<file path="src/rtl/alu_pkg.sv">
// Shared types and the single-cycle ALU function for seq_alu.
package alu_pkg;

  // Widest operand the combinational function handles; seq_alu narrows the result to WIDTH.
  localparam int unsigned ALU_MAX_W = 128;

  typedef enum logic [2:0] {
    OP_ADD = 3'd0,
    OP_SUB = 3'd1,
    OP_AND = 3'd2,
    OP_OR  = 3'd3,
    OP_XOR = 3'd4,
    OP_SHL = 3'd5,
    OP_SHR = 3'd6,
    OP_MUL = 3'd7
  } alu_op_e;

  typedef enum logic [1:0] {
    IDLE,
    MUL_BUSY,
    DONE
  } alu_state_e;

  typedef struct packed {
    logic z;
    logic c;
    logic v;
  } alu_flags_t;

  typedef struct packed {
    logic [ALU_MAX_W-1:0] res;
    alu_flags_t           flags;
  } alu_comb_t;

  // Operands are treated as w bits wide; MUL is handled elsewhere and returns zero here.
  function automatic alu_comb_t alu_comb(input logic [ALU_MAX_W-1:0] a,
                                         input logic [ALU_MAX_W-1:0] b,
                                         input alu_op_e op,
                                         input int unsigned w);
    logic [ALU_MAX_W-1:0] mask, smask, am, bm, sh, r;
    logic [ALU_MAX_W:0]   t;
    logic                 c, v, sa, sb, sr;
    int unsigned          sbits;
    alu_comb_t            o;
    mask  = {ALU_MAX_W{1'b1}} >> (ALU_MAX_W - w);
    sbits = $clog2(w);
    smask = {ALU_MAX_W{1'b1}} >> (ALU_MAX_W - sbits);
    am    = a & mask;
    bm    = b & mask;
    sh    = bm & smask;
    t     = '0;
    r     = '0;
    c     = 1'b0;
    v     = 1'b0;
    sa    = am[w-1];
    sb    = bm[w-1];
    unique case (op)
      OP_ADD: begin
        t  = {1'b0, am} + {1'b0, bm};
        r  = t[ALU_MAX_W-1:0] & mask;
        c  = t[w];
        sr = r[w-1];
        v  = (sa == sb) && (sr != sa);
      end
      OP_SUB: begin
        t  = {1'b0, am} - {1'b0, bm};
        r  = t[ALU_MAX_W-1:0] & mask;
        c  = am < bm;
        sr = r[w-1];
        v  = (sa != sb) && (sr != sa);
      end
      OP_AND: r = am & bm;
      OP_OR:  r = am | bm;
      OP_XOR: r = am ^ bm;
      // Widening by one bit captures the last bit shifted out; zero when sh is 0.
      OP_SHL: begin
        t = {1'b0, am} << sh;
        r = t[ALU_MAX_W-1:0] & mask;
        c = t[w];
      end
      OP_SHR: begin
        t = {am, 1'b0} >> sh;
        r = t[ALU_MAX_W:1];
        c = t[0];
      end
      OP_MUL: r = '0;
    endcase
    o.res     = r;
    o.flags.z = (r == '0);
    o.flags.c = c;
    o.flags.v = v;
    return o;
  endfunction

endpackage

</file>
<file path="src/rtl/mul_shift_add.sv">
// Unsigned shift-add multiplier, one partial product per clock.
module mul_shift_add
  import alu_pkg::*;
#(
  parameter int unsigned WIDTH = 16
) (
  input  logic               clk,
  input  logic               rst,
  input  logic               start,
  input  logic [WIDTH-1:0]   a,
  input  logic [WIDTH-1:0]   b,
  output logic               busy,
  output logic               done,
  output logic [2*WIDTH-1:0] prod
);

  localparam int unsigned CW = $clog2(WIDTH + 1);

  logic [2*WIDTH-1:0] a_sh;
  logic [2*WIDTH-1:0] acc;
  logic [2*WIDTH-1:0] step;
  logic [WIDTH-1:0]   b_sh;
  logic [CW-1:0]      count;

  assign step = b_sh[0] ? acc + a_sh : acc;
  assign busy = (count != '0);
  // The final step is exposed combinationally so the product is ready on the count==1 edge.
  assign done = (count == CW'(1));
  assign prod = step;

  always_ff @(posedge clk or posedge rst) begin
    if (rst) begin
      a_sh  <= '0;
      b_sh  <= '0;
      acc   <= '0;
      count <= '0;
    end else if (start) begin
      a_sh  <= {{WIDTH{1'b0}}, a};
      b_sh  <= b;
      acc   <= '0;
      count <= CW'(WIDTH);
    end else if (busy) begin
      acc   <= step;
      a_sh  <= a_sh << 1;
      b_sh  <= b_sh >> 1;
      count <= count - CW'(1);
    end
  end

endmodule

</file>
<file path="src/rtl/seq_alu.sv">
// Registered ALU with valid/ready handshakes, Z/C/V flags and a multi-cycle MUL.
module seq_alu
  import alu_pkg::*;
#(
  parameter int unsigned WIDTH = 16
) (
  input  logic             clk,
  input  logic             rst,
  input  logic             in_valid,
  output logic             in_ready,
  input  logic [WIDTH-1:0] A,
  input  logic [WIDTH-1:0] B,
  input  logic [2:0]       ALU_Sel,
  output logic             out_valid,
  input  logic             out_ready,
  output logic [WIDTH-1:0] ALU_Out,
  output logic [WIDTH-1:0] ALU_Out_Hi,
  output logic             flag_z,
  output logic             flag_c,
  output logic             flag_v
);

  alu_state_e         state, state_nx;
  alu_op_e            op_in;
  alu_comb_t          comb_r;
  alu_flags_t         flags_q;
  logic [WIDTH-1:0]   out_q, hi_q;
  logic [2*WIDTH-1:0] mul_prod;
  logic               live, accept, mul_start, mul_done, load_comb, load_mul;
  logic               unused_hi, unused_mul_busy;

  assign op_in     = alu_op_e'(ALU_Sel);
  assign in_ready  = live && ((state == IDLE) || ((state == DONE) && out_ready));
  assign out_valid = (state == DONE);
  assign accept    = in_valid && in_ready;
  assign mul_start = accept && (op_in == OP_MUL);
  assign load_comb = accept && (op_in != OP_MUL);
  assign load_mul  = (state == MUL_BUSY) && mul_done;

  always_comb comb_r = alu_comb(ALU_MAX_W'(A), ALU_MAX_W'(B), op_in, WIDTH);
  assign unused_hi = ^comb_r.res[ALU_MAX_W-1:WIDTH];

  mul_shift_add #(.WIDTH(WIDTH)) u_mul (
    .clk   (clk),
    .rst   (rst),
    .start (mul_start),
    .a     (A),
    .b     (B),
    .busy  (unused_mul_busy),
    .done  (mul_done),
    .prod  (mul_prod)
  );

  always_comb begin
    state_nx = state;
    unique case (state)
      IDLE:     if (accept) state_nx = (op_in == OP_MUL) ? MUL_BUSY : DONE;
      MUL_BUSY: if (mul_done) state_nx = DONE;
      DONE: begin
        if (accept)         state_nx = (op_in == OP_MUL) ? MUL_BUSY : DONE;
        else if (out_ready) state_nx = IDLE;
      end
      default:  state_nx = IDLE;
    endcase
  end

  always_ff @(posedge clk or posedge rst) begin
    if (rst) begin
      state   <= IDLE;
      live    <= 1'b0;
      out_q   <= '0;
      hi_q    <= '0;
      flags_q <= '0;
    end else begin
      state <= state_nx;
      live  <= 1'b1;
      if (load_comb) begin
        out_q   <= comb_r.res[WIDTH-1:0];
        hi_q    <= '0;
        flags_q <= comb_r.flags;
      end else if (load_mul) begin
        out_q     <= mul_prod[WIDTH-1:0];
        hi_q      <= mul_prod[2*WIDTH-1:WIDTH];
        flags_q.z <= (mul_prod[WIDTH-1:0] == '0);
        flags_q.c <= |mul_prod[2*WIDTH-1:WIDTH];
        flags_q.v <= 1'b0;
      end
    end
  end

  assign ALU_Out    = out_q;
  assign ALU_Out_Hi = hi_q;
  assign flag_z     = flags_q.z;
  assign flag_c     = flags_q.c;
  assign flag_v     = flags_q.v;

endmodule

</file>
<file path="config.mk">
export PLATFORM = sky130hd
export DESIGN_NAME = seq_alu
export DESIGN_NICKNAME = d
export VERILOG_FILES = /design/src/rtl/alu_pkg.sv /design/src/rtl/mul_shift_add.sv /design/src/rtl/seq_alu.sv
export SDC_FILE = /design/constraint.sdc
export NUM_CORES = 1
export LEC_CHECK = 0
export CELL_PAD_IN_SITES_DETAIL_PLACEMENT = 0
export CELL_PAD_IN_SITES_GLOBAL_PLACEMENT = 1
export CORE_MARGIN = 3
export CORE_UTILIZATION = 49
export CTS_CLUSTER_SIZE = 24
export DETAILED_ROUTE_END_ITERATION = 8
export PLACE_DENSITY = 0.91
export SYNTH_ARGS = -nofsm -noshare
export SYNTH_HDL_FRONTEND = slang
export SYNTH_SLANG_ARGS = --single-unit
</file>
<file path="constraint.sdc">
create_clock -name clk -period 7.63 [get_ports clk]
set_input_delay 1.9075 -clock clk [delete_from_list [all_inputs] [get_ports clk]]
set_output_delay 1.9075 -clock clk [all_outputs]
set_load 0.05 [all_outputs]
</file>
======== Word level (Yosys, flattened, before mapping) ========
Cells that the tools add are included.
word-level totals
  output and inout port bits .............. 37
  word-level logic and storage cells ...... 81
  input port bits ......................... 39
  register bits after elaboration ......... 123
operators by class
  $lt $le $gt $ge ......................... 1
  shift operators ......................... 2
  muxes and demuxes ....................... 24
  add/sub/neg operators ................... 4
  reduce and logical (&&, ||, !) cells .... 18
  equal/unequal tests ..................... 18
  bitwise operators ....................... 3
operators with widths
  operator              number
  $pmux W128 S8         1
  $mux W32              5
  $shr A17 B4 Y129      1
  $logic_not A128 Y1    1
  $mux W16              6
  $add A32 B32 Y32      1
  $add A16 B16 Y17      1
  $shl A16 B4 Y17       1
  $and A16 B16 Y16      1
  $logic_not A16 Y1     1
  $lt A16 B16 Y1        1
  $or A16 B16 Y16       1
  $reduce_or A16 Y1     1
  $sub A16 B16 Y16      1
  $xor A16 B16 Y16      1
  $eq A3 B3 Y1 const B  4
  $mux W2               5
  $mux W5               2
  $logic_and A1 B1 Y1   8
  $eq A3 B2 Y1 const B  2
  $mux W3               2
  $pmux W2 S3           1
  $eq A5 B1 Y1 const B  1
  $reduce_bool A5 Y1    1
  16 further kinds      20

======== Depth between registers and ports, before layout ========
Gate-level depths: netlist of run 1.
  depth after elaboration ................. 7
  mapped depth ............................ 15

======== Hierarchy ========
Synthesis of run 1 repeated with hierarchy kept, for this count alone.
second synthesis, totals
  cell total of the unflattened synthesis .. 1436
  area total of the unflattened synthesis .. 11353.4 sq um
by module, submodules not included
  module         area each (sq um)  times used  cells an instance
  mul_shift_add  5765.5             1           675
  seq_alu        5587.9             1           761

======== Worst setup path before layout of run 1 ========
OpenSTA, ideal clock, no wires.
  path type ............................... input to register
  start point ............................. in B[2]
  end point ............................... reg flags_q, in the netlist flag_z
  arrival time ............................ 5.119 ns
  stages .................................. 15
  setup slack ............................. 2.419 ns
  required time ........................... 7.538 ns
  cell sequence ........................... inv_1 > buf_1 > buf_1 > ha_1 > buf_2 > nand2b_1 > a2111oi_0 > or3_1 > a31oi_1 > nand2_1 > a21oi_1 > a211oi_1 > nand4_1 > or4b_1 > o31ai_2
on the way
  word-level cells in the longest chain between the ends .. 4
ends and longest elaborated chain
  element                                   RTL line       text
  start, declared                           seq_alu.sv:12  input logic [WIDTH-1:0] B,
  $sub A16 B16 Y16 (tied with other cells)  alu_pkg.sv:66  t = {1'b0, am} - {1'b0, bm};
  $pmux W128 S8 (*)                         alu_pkg.sv:57  unique case (op)
  $logic_not A128 Y1 (*)                    alu_pkg.sv:89  o.flags.z = (r == '0);
  $mux W3 (*)                               seq_alu.sv:77  if (load_comb) begin
  end signal, assigned                      seq_alu.sv:80  flags_q <= comb_r.flags;
  end, declared                             seq_alu.sv:26  alu_flags_t flags_q;
Mark *: on every way between the ends. The rest lies on a longest branch, timed or not.
A chain may end at the register's enable or synchronous reset.

======== Worst setup path in the final report of run 1 ========
  start point ............................. in B[0]
  end point ............................... reg flags_q, in the netlist flag_z
The elaborated chain is that of the path after synthesis.

==> results of run 1 <==
## placed cells by master (no fill, tap or decap), types with 6 or more instances in the layout
master / instances
a211oi_1: 52
nor2b_1: 8
a21o_1: 25
o21a_1: 17
a221oi_1: 7
xnor2_1: 21
mux2i_1: 38
nor3_1: 31
mux4_2: 7
o221ai_1: 16
nand2b_1: 13
nand2_1: 194
buf_4: 19
xor2_1: 9
clkdlybuf4s50_1: 74
or2_2: 8
clkbuf_16: 17
nor2_1: 161
dfrtp_1: 123
or3_1: 10
inv_1: 62
a31oi_1: 43
o22ai_1: 6
a21oi_1: 104
a211o_1: 9
o31ai_1: 7
a31o_2: 7
o211ai_1: 16
nor4_1: 7
a22oi_1: 7
ha_1: 83
nand4_1: 7
o21ai_0: 81
nand3_1: 19
and2_1: 8
## worst max-delay path, delay by kind of cell
kind            cells  cell delay, ps
simple gates        4            1260
compound gates      5            1220
buf+inv             2             810
fa+ha+maj           2             740
## how the worst min path moves through the flow
stage | end | from | depth (start not counted)
floorplan | u_mul.b_sh[15] | u_mul.b_sh[15] | 2
global placement | ALU_Out_Hi[7] | ALU_Out_Hi[7] | 2
detailed placement | ALU_Out_Hi[7] | ALU_Out_Hi[7] | 2
CTS | ALU_Out_Hi[13] | ALU_Out_Hi[13] | 2
global route | ALU_Out_Hi[9] | ALU_Out_Hi[9] | 2
finish | ALU_Out_Hi[7] | ALU_Out_Hi[7] | 2
## power groups by stage
stage               Combinational, mW  Clock (mW)  Sequential [mW]
global placement                 2.33           0             1.08
CTS                              2.39       0.844             1.08
detailed placement               2.37           0             1.09
finish                           2.41       0.833             1.08
floorplan                        1.68           0             1.15
global route                     2.66       0.872             1.11
## state kept, by name, summed over array words and instances, names as in the netlist
register,cells
u_mul.a_sh,32
u_mul.acc,32
ALU_Out,16
ALU_Out_Hi,16
u_mul.b_sh,16
u_mul.count,5
state,2
flag_c,1
flag_v,1
flag_z,1
live,1
## kinds of logic (layout without fill, tap and decap cells)
group / after synthesis / in the layout / synth area share [%]
adders and majority gates: 86 / 86 / 9.956
AOI/OAI and AO/OA: 457 / 457 / 27.69
muxes: 54 / 54 / 6.509
buffers and inverters: 157 / 193 / 5.874
DFF: 123 / 123 / 27.89
xor gates and xnor gates: 30 / 30 / 2.381
and+or+nand+nor: 493 / 493 / 19.66
other: 1 / 1 / 0.03398
## per-layer routing
layer  vias to the layer above  track usage, %  part of all wire [%]
met4                         0           9.125                   2.8
met1                      5277           43.28                    44
li1                       5141               -                     -
met3                        72           5.326                   7.2
met2                       471           48.39                    46
met5                         -               0                     0
## area by class of cell
cell class	count	area [um2]
clock inverters	14	161.4
fillers	2042	9447
multi-input cells	1121	7341
repair buffers	94	888.4
inverters	67	254.0
well taps	280	350.3
clock buffers	18	439.2
flip-flops and latches	123	3078
==> results list, run 1 <==
- The run finished with clean final reports.
- Combined area of all synthesized cells: 11,030 um2
- Portion of total power attributed to the clock network: 19.3%
- Share of post-route cells with drive strength above 1: 6.333%
- After detailed routing, the number of remaining DRC violations is 0.
- Endpoint class of the critical path: flop
- Of the available clock period, the critical path in the final layout requires 73.45%.
* Peak supply drop: 0.1691 mV
- Once detail routing completed, the nets flagged for antenna violations numbered 0.
- In this run the biggest area consumer among cell types represents 27.89% of the synthesized area.
- Power spent charging and discharging nets: 2.009 mW
- Number of buffers inserted during clock tree synthesis: 17
- Summed area of non-filler cells in the final layout: 12,510 um2
- For this run the aggregate overflow at the end of global routing stands at 0.
- Cells fill 56.98% of the core in the end.
- Antenna Diode Count: 0
- Hold Crit Class: flop to flop
* Number of antenna violations at the first check in global routing: 0
* Post-layout nets: 1,549
- The biggest area contributor in the post-synthesis netlist is dfrtp_1.
- Max Cap Violations: 0
- Synthesis handed over a netlist of 1,401 instances.
- Clock slew at the register clock pins of the worst setup and hold paths: 60 ps
- In this run the worst setup path terminates at flag_z.
- P_int: 2.315 mW
- The die is 156.1 um tall.
- In this run, the combinational gates consume 55.7% of the power.
* Data arrival time of the critical path: 5940 ps
* Largest cells by area after synthesis: dfrtp_1 28%, ha_1 9.4%, nand2_1 6.6%, nor2_1 5.5%, a21oi_1 4.8%
- The final layout contains routed wiring with a total length of 37.26 mm.
- After synthesis, the share of flip-flops with an asynchronous set or reset is 100.0%.
- nand2_1 is the most common cell in the netlist.
- Hold is met by 474.4 ps.
* Net Sw Frac: 46.46%
* TritonRoute pass-1 iters: 5
- CTS tree: built
* Setup repair after global routing missed its margin: no
* Clock root buffer master: clkbuf_16
- Setup violations remaining at the end of the flow were counted as 0.
- Vias per std cell: 6.384
- Area Overhead vs Synth: 13.39%
- Relative slew slack: 30.71%
- Detailed routing inserted a total of 10,961 vias.
- The number of nets handed over by synthesis was 1,526.
- For this design the static power due to leakage is 5.476 nW.
- Number of cells upsized or downsized after cts: 0
* Min cycle time layout: 5604 ps
- Worst setup margin: 2026 ps
* Site row count: 54
* I/O pin total: 76
* Launching point of the worst reg2reg path: u_mul.a_sh[2]
- Input and output buffers added on the ports amount to 75.
- Power comes to 4.324 mW.
- Ranked by instance count, the synthesized netlist is headed by 195 x nand2_1, 162 x nor2_1, 123 x dfrtp_1.
- The slowest stage of the critical path belongs to the cell buf_2.
* Critical path class: primary input to flop
- For this design the ratio of total power to cell area is 345.6 nW/um2.
- Setup total negative slack on the finished layout was measured at 0 ps.
- After detailed routing, the average wire length per cell comes to 21.70 um.
- Per report_power, the sequential group accounts for 25.0% of the total.
* Share of synthesized area occupied by flip-flops and latches: 27.89%
- The critical path starts at B[0].
- Slack of the worst reg-to-reg path: 3630 ps
- For the worst-skew pair, the clock arrives at the later sink with an insertion delay of 430 ps.
- In this run, the number of DRC markers left after iteration 0 of detailed routing was 870.
- Register bit total from synthesis: 123
- Once placement completed, the tool counted placed cells totaling 1,685.
* Detailed-placement wirelength estimate: 27.68 mm
* CTS H-tree lvls: 4
- The final hold violation count was 0.
* Depth of the most critical reg-to-reg path: 11
- Maximum clock skew at final layout: 15.51 ps
- Area after detailed placement: 11,910 um2
- The die covers 24,360 um2.
- The average instance in the mapped netlist occupies 7.876 um2.
- The first global-routing pass estimated 59.15 mm of wire.
* Overall Global Routing Usage: 30.68%
- # clock sinks: 123
- The number of pins with negative max-slew slack in the final report came to 0.
- Critical path peak fanout: 44
- Counting distinct cell types in the post-synthesis netlist gives 85.
- Warnings from Yosys: 0
- Post-CTS setup buffer count: 0
- Count of placed standard cells in the final layout, fillers left out: 1,717
* Dominant synthesized flop cell: dfrtp_1
- Number of global-route vias before repair: 10,354
- Actual slew at the worst max-slew pin: 1031 ps
* Number of buffers added to fix hold violations after cts: 0
* Pre-CTS setup slack: 1624 ps
* Maximum buffer depth of the clock tree: 2
- X dimension of the die: 156.1 um
- The total area inside the core boundary comes to 21,960 um2.
- CP Launch Type: primary input
- Delay contributed by the slowest stage of the critical path: 750 ps
* Pin count of the biggest net entering global routing: 75
- RePlAce Congestion: 1.018
- Effective utilization at floorplan: 50.25%
- Crit path required time: 7960 ps
- Traced cell by cell, the critical path runs through buf_2, ha_1, inv_1, fa_1, nand2b_1, a2111oi_0, or3_1, a31oi_1, o21ai_0, a211oi_1, nand4_1, or4b_1, o31ai_2.
* Count of flip-flops with a built-in enable after synthesis: 0
- Endpoint of the worst register-to-register path: flag_c
* Max Freq: 178.4 MHz
No activity file was read; power rests on OpenSTA's default activity.
==> run 2: changes to the inputs <==
--- a/config.mk
+++ b/config.mk
@@ -8,10 +8,10 @@
 export CELL_PAD_IN_SITES_DETAIL_PLACEMENT = 0
 export CELL_PAD_IN_SITES_GLOBAL_PLACEMENT = 1
 export CORE_MARGIN = 3
-export CORE_UTILIZATION = 49
+export CORE_UTILIZATION = 46
 export CTS_CLUSTER_SIZE = 24
 export DETAILED_ROUTE_END_ITERATION = 8
-export PLACE_DENSITY = 0.91
+export PLACE_DENSITY = 0.87
 export SYNTH_ARGS = -nofsm -noshare
 export SYNTH_HDL_FRONTEND = slang
 export SYNTH_SLANG_ARGS = --single-unit
==> constraint.sdc (replaced) <==
create_clock -name clk -period 5.2 [get_ports clk]
set_input_delay 1.3 -clock clk [delete_from_list [all_inputs] [get_ports clk]]
set_output_delay 1.3 -clock clk [all_outputs]
set_load 0.05 [all_outputs]
==> run 2 against run 1 <==
  * Sequential share of layout area decreased by 0.72 points
  * Register-to-register slack got worse by 2500 ps
  * Global-route usage decreased by 1.0 points
  * Largest power group unchanged
==> results list, run 2 (synthesis results as in run 1) <==
* Status: finished clean
- Maximum clock skew at final layout: 15.84 ps
- Dividing the detail-routed wire length by the instance count gives 21.53 um.
- Once detail routing completed, the nets flagged for antenna violations numbered 0.
* Input/output buffers: 75
- After detailed routing, the number of vias per cell comes to 6.133.
- Setup violations remaining at the end of the flow were counted as 0.
- For this design the ratio of total power to cell area is 496.8 nW/um2.
* Portion of total power attributed to the clock network: 19.4%
- Most repeated library cell on the critical path: inv_1
- Die boundary height: 160.9 um
- Wires add up to 38.60 mm.
- The number of global-route vias before repair came to 10,499.
- Number of cells upsized or downsized after cts: 0
* Area Overhead vs Synth: 16.79%
- Across the VDD grid, the largest voltage drop is 0.2064 mV.
* Power spent charging and discharging nets: 2.977 mW
- Number of buffers added to fix hold violations after cts: 0
- No sink is reached through more buffers than the 2 on the longest clock path.
- Slew Limit Fails: 0
- Cells along the critical path: clkdlybuf4s50_1, inv_1, ha_1, inv_1, fa_1, nand2b_1, a2111oi_0, or3_1, a31oi_1, buf_4, nand2_1, a21oi_1, a211oi_1, nand4_1, or4b_1, o31ai_2
- CTS H-tree lvls: 4
- During I/O placement, the number of pins put on the boundary was 76.
- Registers take 3078 um2.
* Setup repair after global routing missed its margin: no
* Inst Count DP: 1,761
* Relative slew slack: 33.46%
* Biggest regs: u_mul.a_sh x32, u_mul.acc x32
- Crit path required time: 5530 ps
* Net Sw Frac: 46.50%
- The share of total power dissipated in sequential elements is 24.9%.
- RePlAce Congestion: 1.050
- At the pin with the least slew margin, the transition time is 998.1 ps.
- Effective utilization at floorplan: 46.87%
- The total area inside the core boundary comes to 23,540 um2.
- In this run, the combinational gates consume 55.7% of the power.
- Data arrival time of the critical path: 4990 ps
* Site row count: 56
- Subtracting the final worst setup slack from the clock period gives 4657 ps.
* Combined buffer and inverter count along the critical path: 4
- Insertion delay of the later-clocked pin in the worst-skew pair: 430 ps
- Number of antenna violations at the first check in global routing: 0
- DRC viols: 0
- On the critical path, the stage with the largest delay is an instance of clkdlybuf4s50_1.
- Across every metal layer, demand over resource in global routing totals 29.67%.
- For the final routed database, the setup TNS stands at 0 ps.
- X dimension of the die: 160.9 um
* TritonRoute pass-1 iters: 6
- Pin count of the biggest net entering global routing: 95
- The critical path in this run is classified as primary input to flop.
- Delay-heaviest family, CP: compound AO/OA/AOI/OAI gates
- After the flow finishes, the layout carries non-filler instances totaling 1,793.
- Buffers added to address setup during post-CTS repair amount to 0.
* Total die area: 25,880 um2
- Post-layout nets: 1,586
* Clock root buffer master: clkbuf_16
- # clock sinks: 123
- Of the available clock period, the critical path in the final layout requires 89.56%.
- In the layout the commonest cells are 194 x nand2_1, 161 x nor2_1, 123 x dfrtp_1, 104 x a21oi_1, 83 x ha_1.
* LEAKAGE: 5.670 nW
- The filler cells instantiated in the layout total 2,299.
* Endpoint class of the critical path: flop
- Clock slew at the register clock pins of the worst setup and hold paths: 60 ps
* DRT iter0 DRCs: 992
- Combined area of the multi-input logic cells: 7341 um2
- Final hold viol count: 0
- Delay contributed by the slowest stage of the critical path: 580 ps
* Detailed-placement wirelength estimate: 28.92 mm
- The first global-routing pass estimated 60.58 mm of wire.
* P_int: 3.425 mW
* Power consumption: 6.402 mW
- The worst setup path is launched from a primary input.
* Hold Crit Class: flop to flop
* Number of buffers inserted during clock tree synthesis: 17
* CTS tree: built
- Along the worst path, the maximum fanout reaches 5.
- The routed layout has 10,996 vias.
- Max Freq: 214.7 MHz
* Share of post-route cells with drive strength above 1: 8.684%
- Leftover overflow at the end of global routing: 0
- The repair_antennas step left the layout with diodes totalling 0.
- Leading cell type in the layout, fill and taps excluded: nand2_1
* Max Cap Violations: 0
==> run 2: worst paths after layout <==
kind | startpoint | endpoint | slack, ps | cells after the start
max in group asynchronous | rst | state[1] | 3010 | 3
hold / removal | ALU_Out_Hi[7] | ALU_Out_Hi[7] | 480 | 2
setup reg to reg | u_mul.a_sh[2] | flag_c | 1160 | 11
hold reg to reg | ALU_Out_Hi[7] | ALU_Out_Hi[7] | 480 | 2
min in group asynchronous | rst | u_mul.a_sh[13] | 1320 | 2
setup / recovery | A[0] | flag_z | 540 | 16
==> run 2: layer usage <==
metal	wire length [um]	vias up	track usage, %
li1	-	5214	-
met1	17320	5314	41.80
met2	17570	398	46.45
met3	2405	70	4.591
met4	1313	0	10.56
met5	0	-	0
==> run 2: metrics by stage <==
step	setup WS (ps)	cell area [um2]	hold WS, ps	util [%]
finish	543.0	12890	481.7	54.74
global route	404.1	12890	513.8	54.74
CTS	653.1	12890	483.1	54.74
detailed placement	230.5	12290	469.9	52.19
global placement	297.0	12290	463.1	52.19
floorplan	596.8	11030	468.7	-
==> run 2: power groups by stage <==
stage / sequential, mW / combinational [mW] / clock (mW)
finish: 1.59 / 3.57 / 1.24
global route: 1.63 / 3.95 / 1.30
CTS: 1.59 / 3.54 / 1.26
detailed placement: 1.61 / 3.52 / 0
global placement: 1.60 / 3.47 / 0
floorplan: 1.69 / 2.47 / 0
==> run 2: final cells by class <==
| cell class | instances | share of cell area [%] |
|---|---|---|
| tap | 319 | 3.097 |
| multi-input combinational | 1121 | 56.96 |
| clock buffer | 18 | 3.408 |
| clock inverter | 14 | 1.243 |
| timing repair buffer | 131 | 9.437 |
| sequential | 123 | 23.88 |
| inverter | 67 | 1.971 |
==> run 2: tightest hold or removal path: cells and delay by family (launching register included) <==
family             cells  cell delay (ps)
DFF                    1              340
AOI/OAI and AO/OA      1               60
and+or+nand+nor        1               40
